**src/rtl/ddr_host_cmd_issuer.sv**
```systemverilog
`default_nettype none
// ============================================================================
// Module      : ddr_host_cmd_issuer
// Description : Host-side command sequencer for a DDR controller. After reset
//               it waits INIT_WAIT cycles, runs the PRECHARGE / LOAD_REG2 /
//               LOAD_REG1 / LOAD_MODE init sequence, then serves single-burst
//               user reads and writes. Periodic refreshes take priority over
//               user requests. Every controller command is held until CMDACK,
//               and a missing CMDACK is bounded by ACK_TIMEOUT.
// Ports       : CLK, RESET_N            clock, async active-low reset
//               req_*                   user request handshake and address
//               wd_req/wd_data/wd_mask  write-beat pull interface
//               rd_valid/rd_data        registered read beats
//               ADDR/CMD/CMDACK         controller command channel
//               DATAIN/DM/DATAOUT       controller data channel
//               init_done/busy/err_timeout  status
// Revision    : 1.0  initial release
// ============================================================================
module ddr_host_cmd_issuer #(
  parameter int               ASIZE       = 23,
  parameter int               DSIZE       = 128,
  parameter int               BEATS       = 2,
  parameter int               RD_LAT      = 4,
  parameter int               INIT_WAIT   = 200,
  parameter int               REF_PERIOD  = 1560,
  parameter int               ACK_TIMEOUT = 64,
  parameter logic [ASIZE-1:0] MODE_WORD   = '0,
  parameter logic [ASIZE-1:0] REG1_WORD   = '0,
  parameter logic [ASIZE-1:0] REG2_WORD   = '0
) (
  input  logic               CLK,
  input  logic               RESET_N,
  input  logic               req_valid,
  output logic               req_ready,
  input  logic               req_write,
  input  logic [ASIZE-1:0]   req_addr,
  output logic               wd_req,
  input  logic [DSIZE-1:0]   wd_data,
  input  logic [DSIZE/8-1:0] wd_mask,
  output logic               rd_valid,
  output logic [DSIZE-1:0]   rd_data,
  output logic [ASIZE-1:0]   ADDR,
  output logic [2:0]         CMD,
  input  logic               CMDACK,
  output logic [DSIZE-1:0]   DATAIN,
  output logic [DSIZE/8-1:0] DM,
  input  logic [DSIZE-1:0]   DATAOUT,
  output logic               init_done,
  output logic               busy,
  output logic               err_timeout
);

  localparam int CW = $clog2(INIT_WAIT + ACK_TIMEOUT + RD_LAT + BEATS + 1) + 1;
  localparam int RW = $clog2(REF_PERIOD + 1);

  localparam logic [2:0] c_CMD_NOP   = 3'b000;
  localparam logic [2:0] c_CMD_READA = 3'b001;
  localparam logic [2:0] c_CMD_WRITA = 3'b010;
  localparam logic [2:0] c_CMD_REF   = 3'b011;
  localparam logic [2:0] c_CMD_PRE   = 3'b100;
  localparam logic [2:0] c_CMD_MODE  = 3'b101;
  localparam logic [2:0] c_CMD_REG1  = 3'b110;
  localparam logic [2:0] c_CMD_REG2  = 3'b111;

  typedef enum logic [3:0] {
    S_WAIT_INIT = 4'd0,
    S_I_PRE     = 4'd1,
    S_I_REG2    = 4'd2,
    S_I_REG1    = 4'd3,
    S_I_MODE    = 4'd4,
    S_IDLE      = 4'd5,
    S_REF       = 4'd6,
    S_RD_CMD    = 4'd7,
    S_RD_WAIT   = 4'd8,
    S_RD_DATA   = 4'd9,
    S_WR_CMD    = 4'd10,
    S_WR_DATA   = 4'd11
  } state_t;

  state_t             r_state, w_state_nxt;
  logic [CW-1:0]      r_cnt;
  logic               r_gap, w_gap_nxt;
  logic [RW-1:0]      r_ref_cnt;
  logic               r_ref_pending;
  logic               r_init_done;
  logic               r_err;
  logic [ASIZE-1:0]   r_addr;
  logic               r_rd_valid;
  logic [DSIZE-1:0]   r_rd_data;

  logic [2:0]         w_state_cmd;
  logic [ASIZE-1:0]   w_state_addr;
  logic               w_issuing;
  logic               w_ack;
  logic               w_timeout;
  logic               w_req_ready;
  logic               w_accept;
  logic               w_ref_wrap;

  // Command and address implied by the current state.
  always_comb begin
    w_state_cmd  = c_CMD_NOP;
    w_state_addr = '0;
    case (r_state)
      S_I_PRE:  w_state_cmd = c_CMD_PRE;
      S_I_REG2: begin w_state_cmd = c_CMD_REG2;  w_state_addr = REG2_WORD; end
      S_I_REG1: begin w_state_cmd = c_CMD_REG1;  w_state_addr = REG1_WORD; end
      S_I_MODE: begin w_state_cmd = c_CMD_MODE;  w_state_addr = MODE_WORD; end
      S_REF:    w_state_cmd = c_CMD_REF;
      S_RD_CMD: begin w_state_cmd = c_CMD_READA; w_state_addr = r_addr; end
      S_WR_CMD: begin w_state_cmd = c_CMD_WRITA; w_state_addr = r_addr; end
      default:  w_state_cmd = c_CMD_NOP;
    endcase
  end

  // r_gap forces one NOP cycle between back-to-back init commands so that CMD
  // always drops to NOP after an acknowledge.
  assign w_issuing   = (w_state_cmd != c_CMD_NOP) && !r_gap;
  assign w_ack       = w_issuing && CMDACK;
  assign w_timeout   = w_issuing && !CMDACK && (r_cnt == CW'(ACK_TIMEOUT - 1));
  assign w_req_ready = (r_state == S_IDLE) && r_init_done && !r_ref_pending;
  assign w_accept    = req_valid && w_req_ready;
  assign w_ref_wrap  = (r_ref_cnt == RW'(REF_PERIOD - 1));

  always_comb begin
    w_state_nxt = r_state;
    w_gap_nxt   = 1'b0;
    if (w_timeout) begin
      w_state_nxt = r_init_done ? S_IDLE : S_WAIT_INIT;
    end else begin
      case (r_state)
        S_WAIT_INIT: if (r_cnt == CW'(INIT_WAIT - 1)) w_state_nxt = S_I_PRE;
        S_I_PRE:     if (w_ack) begin w_state_nxt = S_I_REG2; w_gap_nxt = 1'b1; end
        S_I_REG2:    if (w_ack) begin w_state_nxt = S_I_REG1; w_gap_nxt = 1'b1; end
        S_I_REG1:    if (w_ack) begin w_state_nxt = S_I_MODE; w_gap_nxt = 1'b1; end
        S_I_MODE:    if (w_ack) w_state_nxt = S_IDLE;
        S_IDLE: begin
          if (r_ref_pending)  w_state_nxt = S_REF;
          else if (w_accept)  w_state_nxt = req_write ? S_WR_CMD : S_RD_CMD;
        end
        S_REF:       if (w_ack) w_state_nxt = S_IDLE;
        S_RD_CMD:    if (w_ack) w_state_nxt = (RD_LAT > 1) ? S_RD_WAIT : S_RD_DATA;
        S_RD_WAIT:   if (r_cnt == CW'(RD_LAT - 2)) w_state_nxt = S_RD_DATA;
        S_RD_DATA:   if (r_cnt == CW'(BEATS - 1))  w_state_nxt = S_IDLE;
        S_WR_CMD:    if (w_ack) w_state_nxt = S_WR_DATA;
        S_WR_DATA:   if (r_cnt == CW'(BEATS - 1))  w_state_nxt = S_IDLE;
        default:     w_state_nxt = S_WAIT_INIT;
      endcase
    end
  end

  always_ff @(posedge CLK or negedge RESET_N) begin
    if (!RESET_N) begin
      r_state       <= S_WAIT_INIT;
      r_cnt         <= '0;
      r_gap         <= 1'b0;
      r_ref_cnt     <= '0;
      r_ref_pending <= 1'b0;
      r_init_done   <= 1'b0;
      r_err         <= 1'b0;
      r_addr        <= '0;
      r_rd_valid    <= 1'b0;
      r_rd_data     <= '0;
    end else begin
      r_state <= w_state_nxt;
      r_gap   <= w_gap_nxt;
      // One shared counter: init wait, ack timeout, read latency, beat count.
      if ((w_state_nxt != r_state) || r_gap) r_cnt <= '0;
      else                                   r_cnt <= r_cnt + CW'(1);

      r_ref_cnt <= w_ref_wrap ? '0 : r_ref_cnt + RW'(1);
      // A wrap in the same cycle as the REFRESH acknowledge keeps the request.
      if (w_ref_wrap)                      r_ref_pending <= 1'b1;
      else if ((r_state == S_REF) && w_ack) r_ref_pending <= 1'b0;

      if (w_state_nxt == S_IDLE) r_init_done <= 1'b1;
      if (w_timeout)             r_err       <= 1'b1;
      if (w_accept)              r_addr      <= req_addr;

      r_rd_valid <= (r_state == S_RD_DATA);
      r_rd_data  <= (r_state == S_RD_DATA) ? DATAOUT : '0;
    end
  end

  assign req_ready   = w_req_ready;
  assign CMD         = w_issuing ? w_state_cmd  : c_CMD_NOP;
  assign ADDR        = w_issuing ? w_state_addr : '0;
  assign wd_req      = (r_state == S_WR_DATA);
  assign DATAIN      = wd_req ? wd_data : '0;
  assign DM          = wd_req ? wd_mask : '0;
  assign rd_valid    = r_rd_valid;
  assign rd_data     = r_rd_data;
  assign init_done   = r_init_done;
  assign err_timeout = r_err;
  // Gated with RESET_N so busy reads 0 while reset is held even though the
  // state register sits in WAIT_INIT.
  assign busy        = RESET_N && (r_state != S_IDLE);

endmodule
`default_nettype wire

```
**config.mk**
```make
export PLATFORM = sky130hd
export DESIGN_NAME = ddr_host_cmd_issuer
export DESIGN_NICKNAME = d
export VERILOG_FILES = /design/src/rtl/ddr_host_cmd_issuer.sv
export SDC_FILE = /design/constraint.sdc
export NUM_CORES = 1
export LEC_CHECK = 0
export CORE_AREA = 2 2 233 235
export DETAILED_ROUTE_END_ITERATION = 8
export DIE_AREA = 0 0 235 237
export MAX_ROUTING_LAYER = met4
export PLACE_DENSITY = 0.52
export REMOVE_ABC_BUFFERS = 1
export SETUP_SLACK_MARGIN = 0.5
export SLEW_MARGIN = 20
export SYNTH_ARGS = -nofsm -noshare
export SYNTH_HDL_FRONTEND = slang
export SYNTH_SLANG_ARGS = --single-unit
```
**constraint.sdc**
```tcl
create_clock -name CLK -period 3.35 [get_ports CLK]
set_clock_uncertainty 0.05 [all_clocks]
set_input_delay 0.5025 -clock CLK [delete_from_list [all_inputs] [get_ports CLK]]
set_output_delay 0.5025 -clock CLK [all_outputs]
set_load 0.02 [all_outputs]
```
==> results.cfg, run 1 <==
[status]
status = complete, no violations

[power_and_ir_drop]
vdd_drop_max_v = 0.000266
p_switching_w = 0.00222
powerDensity_mw_per_mm2 = 440
power_frac_seq_pct = 38.4
swShare_pct = 33.1
p_leak_nw = 7.12
combPwrFrac_pct = 31.4
power_frac_clock_pct = 30.2
internal-power_w = 0.00450

[placed_design]
port_buffers = 603
post-place-ws_ns = 0.295
hpwl_microns = 35900
dpl_cell_area_sq_mm = 0.0147
gp_congestion = 1.02

[floorplan]
dieArea_sq_mm = 0.0557
ios = 604
die_h_microns = 237
rows = 85
start_util_pct = 14.7
fp.dieW_microns = 235
core_area_sq_mm = 0.0533

[sta]
max_freq_mhz = 366
worstMarginPinSlew_ns = 0.955
period_minus_slack_ns = 2.73
setup-violations-final = 0
rsz0062_at_grt = yes
finalSetupTns_ns = 0
period_share_pct = 81.5
drv_slew = 0
finalHoldViolCount = 0
max-slew-margin-rel_pct = 35.5
setup_slack_ns = 0.619

[logic_synthesis]
synth_edf_count = 0
synthTopCellsByArea = dfrtp_1 58%, and2_1 24%, mux2_2 3.3%
synth_flop_cell = dfrtp_1
yosysWarnings = 0
ys_types = 53
netlist.area_leader.share_pct = 58.0
synth-seq-cells = 181
synth_cells = 694
syn_area_per_cell_sq_um = 11.3
syn_area_sq_mm = 0.00781
async_flop_share_pct = 100
synth-seq-area-share_pct = 58.0
synth_top_cell_by_area = dfrtp_1

[worst_setup_path]
rr_worst_depth = 6
cp.required_ns = 2.80
max_stage_delay_ns = 0.41
startpoint_type = flop
cp.depth = 6
critical_path.cell_chain = nor2b_4 > and3_4 > buf_12 > buf_16 > and2_1 > dlygate4sd2_1
crit_fanout = 44
path_delay_family = simple AND/OR/NAND/NOR gates
endpoint_kind = output port
critical_path_class = reg -> out
cp.buffers_inverters = 3
slowest_stage = dfrtp_2
critical_path_arrival_ns = 2.18

[routing]
drt_iter0_drc = 231
ant_nets = 0
drt_wl_total_microns = 42800
drt_pass1_iterations = 4
vias_per_cell = 3.72
drc_errors = 0
wl_per_cell_microns = 21.2
num_vias = 7520

[cts]
cts_sinks = 181
cts_tree = done
htree_levels = 4
clock_insertion_delay_worst_skew_ns = 0.45
cts_root_buffer = clkbuf_16
cts.clk_slew.worst_paths_ns = 0.08
numCtsBuffers = 17
cts_buffer_depth = 2

[global_route]
overflow = 0
antenna_found_initial = 15
grt_pass1_wl_microns = 58900
first_global_vias = 8054
grt_max_degree = 130
grt_usage_pct = 15.5

[worst_hold_path]
hp-class = in -> async

[cells_and_area]
fin_util_pct = 28.6
nNetsFinal = 1604
drive_above_1_share_pct = 9.75
area_delta_synth_final_pct = 95.4
final_area_sq_mm = 0.0153

[run]
drv_cap = 0
[Yosys cell counts, types with 2 or more instances]
cell type and count:
a31oi_1 3, nand2b_1 3, nor2_1 17, a31o_2 2
and3_1 6, nor4_1 4, dfrtp_1 181, nand3_1 12
a21oi_1 7, and2_1 298, buf_2 6, xor2_1 11
o21ai_0 4, nand2_1 6, ha_1 4, nor2b_1 6
nor4bb_1 2, xnor2_1 5, inv_1 9, mux2_2 23
nor3_1 16, nand4_1 2, o2111ai_1 2, and4b_1 2
clkbuf_1 35
[cell usage in the layout (no fill, tap or decap), types with 12 or more instances in the layout]
cell,synthesis,final
dfrtp_1,181,179
clkdlybuf4s50_1,0,432
nand3_1,12,12
buf_4,0,15
buf_2,6,22
nor3_1,16,15
dlygate4sd2_1,0,86
diode_2,0,14
clkdlybuf4s15_1,0,43
clkbuf_16,0,17
and2_1,298,298
mux2_2,23,23
nor2_1,17,16
[logic make-up (layout without fill, tap and decap cells)]
group                    after synthesis  in the layout  synth area share [%]
AO/OA/AOI/OAI                         32             32                  3.33
XOR/XNOR                              16             16                  1.79
adder cells (fa/ha/maj)                4              4                 0.641
buffers and inverters                 51            669                  2.55
flip-flops                           181            181                  58.0
multiplexers                          24             24                  3.44
other                                  0             14                     0
AND/OR/NAND/NOR                      386            387                  30.2
[stage by stage]
step                hold slack, ns  std cells  power (W)
detailed placement           0.342       1964    0.00470
global route                 0.421       2021    0.00708
floorplan                    0.157        652    0.00357
CTS                          0.410       2009    0.00684
global placement             0.344       1964    0.00469
finish                       0.432       2023    0.00672
[worst paths after layout]
check,slack [ns],to,start
max in group asynchronous,1.78,r_state[1],RESET_N
min in group CLK,0.44,r_ref_cnt[0],r_ref_cnt[0]
worst max-delay path,0.62,DATAIN[9],r_state[0]
worst min-delay path,0.43,rd_data[35],RESET_N
worst max register to register,0.68,r_cnt[3],r_cnt[7]
worst min register to register,0.44,r_ref_cnt[0],r_ref_cnt[0]
[power by group through the flow]
stage          Clock [W]  Sequential, W  Combinational, W
3_3_place_gp           0        0.00261           0.00208
6_report         0.00203        0.00258           0.00211
3_5_place_dp           0        0.00262           0.00208
4_1_cts          0.00213        0.00258           0.00213
5_1_grt          0.00220        0.00261           0.00226
2_1_floorplan          0        0.00273          0.000837
[routing by layer]
layer / global-route usage [%] / part of all wire (%) / vias up
li1: - / - / 3445
met1: 13.0 / 30 / 3596
met2: 28.4 / 55 / 426
met3: 4.76 / 7.1 / 53
met4: 12.3 / 7.4 / 0
met5: - / 0 / -
[timing repair]
action	4_1_cts	5_1_grt
buffers inserted	9	0
hold buffers	1	0
cloned	3	0
hold endpoints to repair	20	0
setup endpoints to repair	171	91
pin swaps	2	1
resized for setup	218	97
[final cells by class]
| class | count | area (sq um) |
|---|---|---|
| clock buffers | 18 | 429 |
| flip-flops and latches | 181 | 4530 |
| diodes | 14 | 35.0 |
| fillers | 5622 | 38000 |
| inverters | 9 | 33.8 |
| repair buffers | 628 | 6090 |
| multi-input cells | 463 | 3120 |
| clock inverters | 14 | 156 |
| well taps | 696 | 871 |
[state kept, by name (all words and copies together), names as in the netlist]
name,flops
err_timeout,1
init_done,1
r_addr,23
r_cnt,10
r_gap,1
r_ref_cnt,11
r_ref_pending,1
r_state,4
rd_data,128
rd_valid,1
[worst register-to-register path: stages, from the launching register on]
cell	delay [ns]
dfrtp_1	0.45
or4_1	0.55
or4_4	0.46
or2_0	0.36
a211o_1	0.38
o311ai_4	0.15
nor3_1	0.13
Note: power is estimated with default switching activity, not from simulation.
==> run 2: changes to the inputs <==
- CORE_AREA: 2 2 233 235 -> 2 2 237 239
- DIE_AREA: 0 0 235 237 -> 0 0 239 241
- clock period: 3.35 -> 2.25 ns (I/O delays scaled with it)
==> run 2 against run 1 <==
Against the previous run:
- setup slack got worse by 0.88 ns
- global-route usage fell by 0.59 points
- the flow now finishes with violations (setup timing)
- flip-flop and latch count did not move
- utilization rose by 5.1 points
- non-clock buffer count rose by 131
- combinational power rose by 140%
- critical endpoint is now r_cnt[9]
- die area rose by 3.4%
- wire length rose by 10%
- first-iteration DRC count rose by 39%
- register-to-register slack got worse by 0.94 ns
==> results.cfg, run 2 (synthesized netlist as in run 1, its figures left out) <==
[status]
violations = setup timing
status = finished, violations left

[run]
drv_cap = 0

[cells_and_area]
final_area_sq_mm = 0.0185
area_delta_synth_final_pct = 137
fin_util_pct = 33.8
multi_input_area_sq_mm = 0.00391
nNetsFinal = 1734
fill_cells = 5502
drive_above_1_share_pct = 43.7
largest_reg_flops = 128
seq_area_sq_mm = 0.00453
final_common_cell = clkdlybuf4s50_1
stdcell_count = 2160
layout_common_cells = 429 x clkdlybuf4s50_1, 198 x and2_4, 193 x buf_6, 177 x dfrtp_1, 100 x and2_1

[sta]
max-slew-margin-rel_pct = 54.8
setup_slack_ns = -0.258
period_share_pct = 111
drv_slew = 0
setup-violations-final = 172
hold_slack_ns = 0.352
period_minus_slack_ns = 2.51
rsz0062_at_grt = yes
finalSetupTns_ns = -14.92
max_freq_mhz = 399
finalHoldViolCount = 0
worstMarginPinSlew_ns = 0.678

[placed_design]
dpl_cell_area_sq_mm = 0.0153
dp.cells = 2024
port_buffers = 603
gp_congestion = 0.892
hpwl_microns = 35000

[cts]
clock_insertion_delay_worst_skew_ns = 0.47
cts_tree = done
cts.clk_slew.worst_paths_ns = 0.08
numCtsBuffers = 17
cts_root_buffer = clkbuf_16
htree_levels = 4
cts_buffer_depth = 2
cts_sinks = 181

[global_route]
first_global_vias = 8342
globalRouteMet2Util_pct = 28.4
overflow = 0
antenna_found_initial = 22
grt_usage_pct = 14.9
grt_pass1_wl_microns = 58000
grtUsageMet1_pct = 13.2
grt_max_degree = 107
grt_busiest_layer = met2
use_met3_pct = 4.96

[floorplan]
ios = 604
core_area_sq_mm = 0.0549
fp.dieW_microns = 239
dieArea_sq_mm = 0.0576
die_h_microns = 241
rows = 86
start_util_pct = 14.2

[routing]
drt_iter0_drc = 321
drt_wl_total_microns = 47200
drc_errors = 0
vias_per_cell = 3.81
ant_nets = 0
wl_per_cell_microns = 21.8
drt_pass1_iterations = 4
num_vias = 8219

[worst_setup_path]
endpoint_kind = flop
startpoint_type = flop
critical_path_class = reg -> reg
cp.required_ns = 2.54
critical_path_arrival_ns = 2.80
crit_fanout = 10

[power_and_ir_drop]
vdd_drop_max_v = 0.000558
p_leak_nw = 8.25
powerDensity_mw_per_mm2 = 656

[worst_hold_path]
hp-class = in -> reg
## run 2: final cells by class
type                       count  area share (%)
clock inverter                15            1.03
multi-input combinational    462            21.1
tap                          704            4.76
timing repair buffer         759            46.0
clock buffer                  17            2.30
inverter                       9           0.182
sequential                   181            24.5
antenna                       13           0.176
## run 2: critical path, stage by stage, from the launching register on
cell and delay [ns]:
dfrtp_1 0.39, or4_1 0.50, or4_4 0.46, o31a_2 0.33, a211o_1 0.30, o311ai_4 0.08
buf_12 0.19, nor3_1 0.06
## run 2: stage by stage
step | power [W] | setup slack, ns
final | 0.0122 | -0.258
after global routing | 0.0127 | -0.316
after CTS | 0.0111 | -0.272
after detailed placement | 0.00748 | -0.250
after global placement | 0.00744 | -0.230
after floorplan | 0.00531 | -4.88
## run 2: per-layer routing
layer / vias to the layer above / part of all wire [%]
met3: 68 / 7.8
met5: - / 0
met1: 3999 / 33
li1: 3725 / -
met4: 0 / 3.8
met2: 427 / 55
## run 2: final timing paths
kind / from / to / slack (ns) / depth (start not counted)
max reg2reg: r_cnt[6] / r_cnt[9] / -0.26 / 7
max in group asynchronous: RESET_N / r_state[0] / 0.50 / 4
min reg2reg: r_ref_cnt[0] / r_ref_cnt[0] / 0.43 / 1
min in group asynchronous: RESET_N / rd_data[55] / 0.59 / 3
max: r_cnt[6] / r_cnt[9] / -0.26 / 7
min: DATAOUT[60] / rd_data[60] / 0.35 / 2
## run 2: repair_timing
item / 4_1_cts / 5_1_grt
setup buffers: 12 / 42
pin swaps: 24 / 96
gates resized for setup: 698 / 555
hold endpoints to repair: 148 / 0
endpoints found under the setup margin: 472 / 506
hold buffers: 1 / 0
gates cloned: 8 / 28
## run 2: power breakdown
group | total (W) | leakage [nW] | switching [W] | internal [W]
combinational | 0.00509 | 5.51 | 0.00216 | 0.00294
sequential | 0.00392 | 2.45 | 0.000276 | 0.00364
clock | 0.00314 | 0.293 | 0.00155 | 0.00160
==> run 3: changes to the inputs <==
- SKIP_CTS_REPAIR_TIMING: default -> 1
==> run 3 against run 2 <==
Against the previous run:
- the run still ends with setup timing left
- first-iteration DRC count is 12% lower
- hold slack better by 0.0024 ns
- largest power group unchanged
- non-clock buffer count is 51 lower
- final cell count is 2.1% lower
- die area stayed put
- global-route usage is 0.61 points lower
- utilization is 4.1 points lower
- setup slack better by 0.034 ns
- via count is 3.9% lower
- critical path depth is 2 higher
- maximum frequency is 1.4% higher
==> results.cfg, run 3 (synthesized netlist as in run 1, its figures left out) <==
[status]
status = finished, violations left
violations = setup timing

[worst_setup_path]
crit_fanout = 7
cp-endpoint = ADDR[18]
critical_path_arrival_ns = 2.09
reg2reg_setup_slack_ns = -0.22
rr_worst_depth = 7
regToRegStartpoint = r_cnt[7]
startpoint_type = flop
r2r-end = r_cnt[9]
critical_path_class = reg -> out
crit_start = r_state[2]
endpoint_kind = output port
cp.required_ns = 1.86

[sta]
period_share_pct = 110
max-slew-margin-rel_pct = 54.1
rsz0062_at_grt = yes
finalHoldViolCount = 0
drv_slew = 0
setup-violations-final = 155
worstMarginPinSlew_ns = 0.689
finalSetupTns_ns = -15.10
max_freq_mhz = 404
setup_slack_ns = -0.225
period_minus_slack_ns = 2.47

[global_route]
grt_pass1_wl_microns = 55700
first_global_vias = 8157
grt_usage_pct = 14.3
overflow = 0
grt_max_degree = 107
antenna_found_initial = 23

[cells_and_area]
layout_common_cells = 429 x clkdlybuf4s50_1, 257 x and2_1, 177 x dfrtp_1, 104 x clkbuf_2, 77 x buf_4
drive_above_1_share_pct = 29.6
final_area_sq_mm = 0.0163
largest_reg_flops = 128
area_delta_synth_final_pct = 108
nNetsFinal = 1683
final_common_cell = clkdlybuf4s50_1
fill_cells = 5765

[run]
drv_cap = 0

[cts]
clock_insertion_delay_worst_skew_ns = 0.47
cts_tree = done
htree_levels = 4
cts_sinks = 181
cts.clk_slew.worst_paths_ns = 0.08
cts_buffer_depth = 2
cts_root_buffer = clkbuf_16
numCtsBuffers = 17

[floorplan]
die_h_microns = 241
ios = 604
core_area_sq_mm = 0.0549
start_util_pct = 14.2
rows = 86
dieArea_sq_mm = 0.0576
fp.dieW_microns = 239

[power_and_ir_drop]
vdd_drop_max_v = 0.000508
p_leak_nw = 7.35
powerDensity_mw_per_mm2 = 696

[routing]
drc_errors = 0
num_vias = 7898
vias_per_cell = 3.73
wl_per_cell_microns = 21.1
ant_nets = 0
drt_wl_total_microns = 44600
drt_pass1_iterations = 5
drt_iter0_drc = 283

[worst_hold_path]
hp-class = in -> reg

[placed_design]
post-place-ws_ns = -0.250
gp_congestion = 0.892
hpwl_microns = 35000
port_buffers = 603
dpl_cell_area_sq_mm = 0.0153
## run 3: changes by cell type in the layout (fill, tap and decap cells not counted), sizes merged
cell | previous run | this run
buf | 310 | 157
dlygate4sd3 | 1 | 2
clkbuf | 36 | 137
diode | 13 | 19
## run 3: worst min-delay path by stage
| stage | start | endpoint | slack [ns] | cells after the start |
|---|---|---|---|---|
| floorplan | RESET_N | err_timeout | -0.008 | 0 |
| global placement | err_timeout | err_timeout | 0.41 | 1 |
| detailed placement | err_timeout | err_timeout | 0.42 | 1 |
| CTS | RESET_N | rd_data[55] | -0.05 | 2 |
| global route | DATAOUT[11] | rd_data[11] | 0.32 | 2 |
| finish | DATAOUT[60] | rd_data[60] | 0.35 | 2 |
## run 3: layer usage
layer  wire length, microns  global-route usage (%)  vias up
li1                       -                       -     3617
met5                      0                       -        -
met4                   1020                    6.89        0
met2                  24800                    27.1      404
met1                  15100                    12.7     3837
met3                   3630                    4.88       40
## run 3: layout make-up
class / count / area (sq um) / area share (%)
timing repair buffer: 708 / 6790 / 41.8
sequential: 181 / 4530 / 27.9
multi-input combinational: 462 / 3350 / 20.6
tap: 704 / 881 / 5.42
clock buffer: 17 / 425 / 2.62
clock inverter: 15 / 190 / 1.17
antenna: 19 / 47.5 / 0.293
inverter: 9 / 33.8 / 0.208
## run 3: worst max-delay path, cell delays in order, from the launching register on
cell and delay [ns]:
dfrtp_2 0.43, inv_2 0.06, nor3_2 0.19, a21oi_2 0.07, nor3_4 0.22, buf_12 0.15, buf_12 0.13, buf_6 0.10
and2_4 0.14, buf_12 0.12
## run 3: metrics by stage
stage	utilization [%]	power (W)	hold WS, ns	instances
2_1_floorplan	-	0.00531	-0.00809	652
3_3_place_gp	27.9	0.00744	0.408	2024
3_5_place_dp	27.9	0.00748	0.419	2024
4_1_cts	29.0	0.0107	-0.0543	2056
5_1_grt	29.6	0.0119	0.321	2108
6_report	29.6	0.0113	0.354	2115
## run 3: power by group
part | internal (W) | switching, W
combinational | 0.00238 | 0.00191
clock | 0.00160 | 0.00154
sequential | 0.00364 | 0.000244
total | 0.00762 | 0.00369
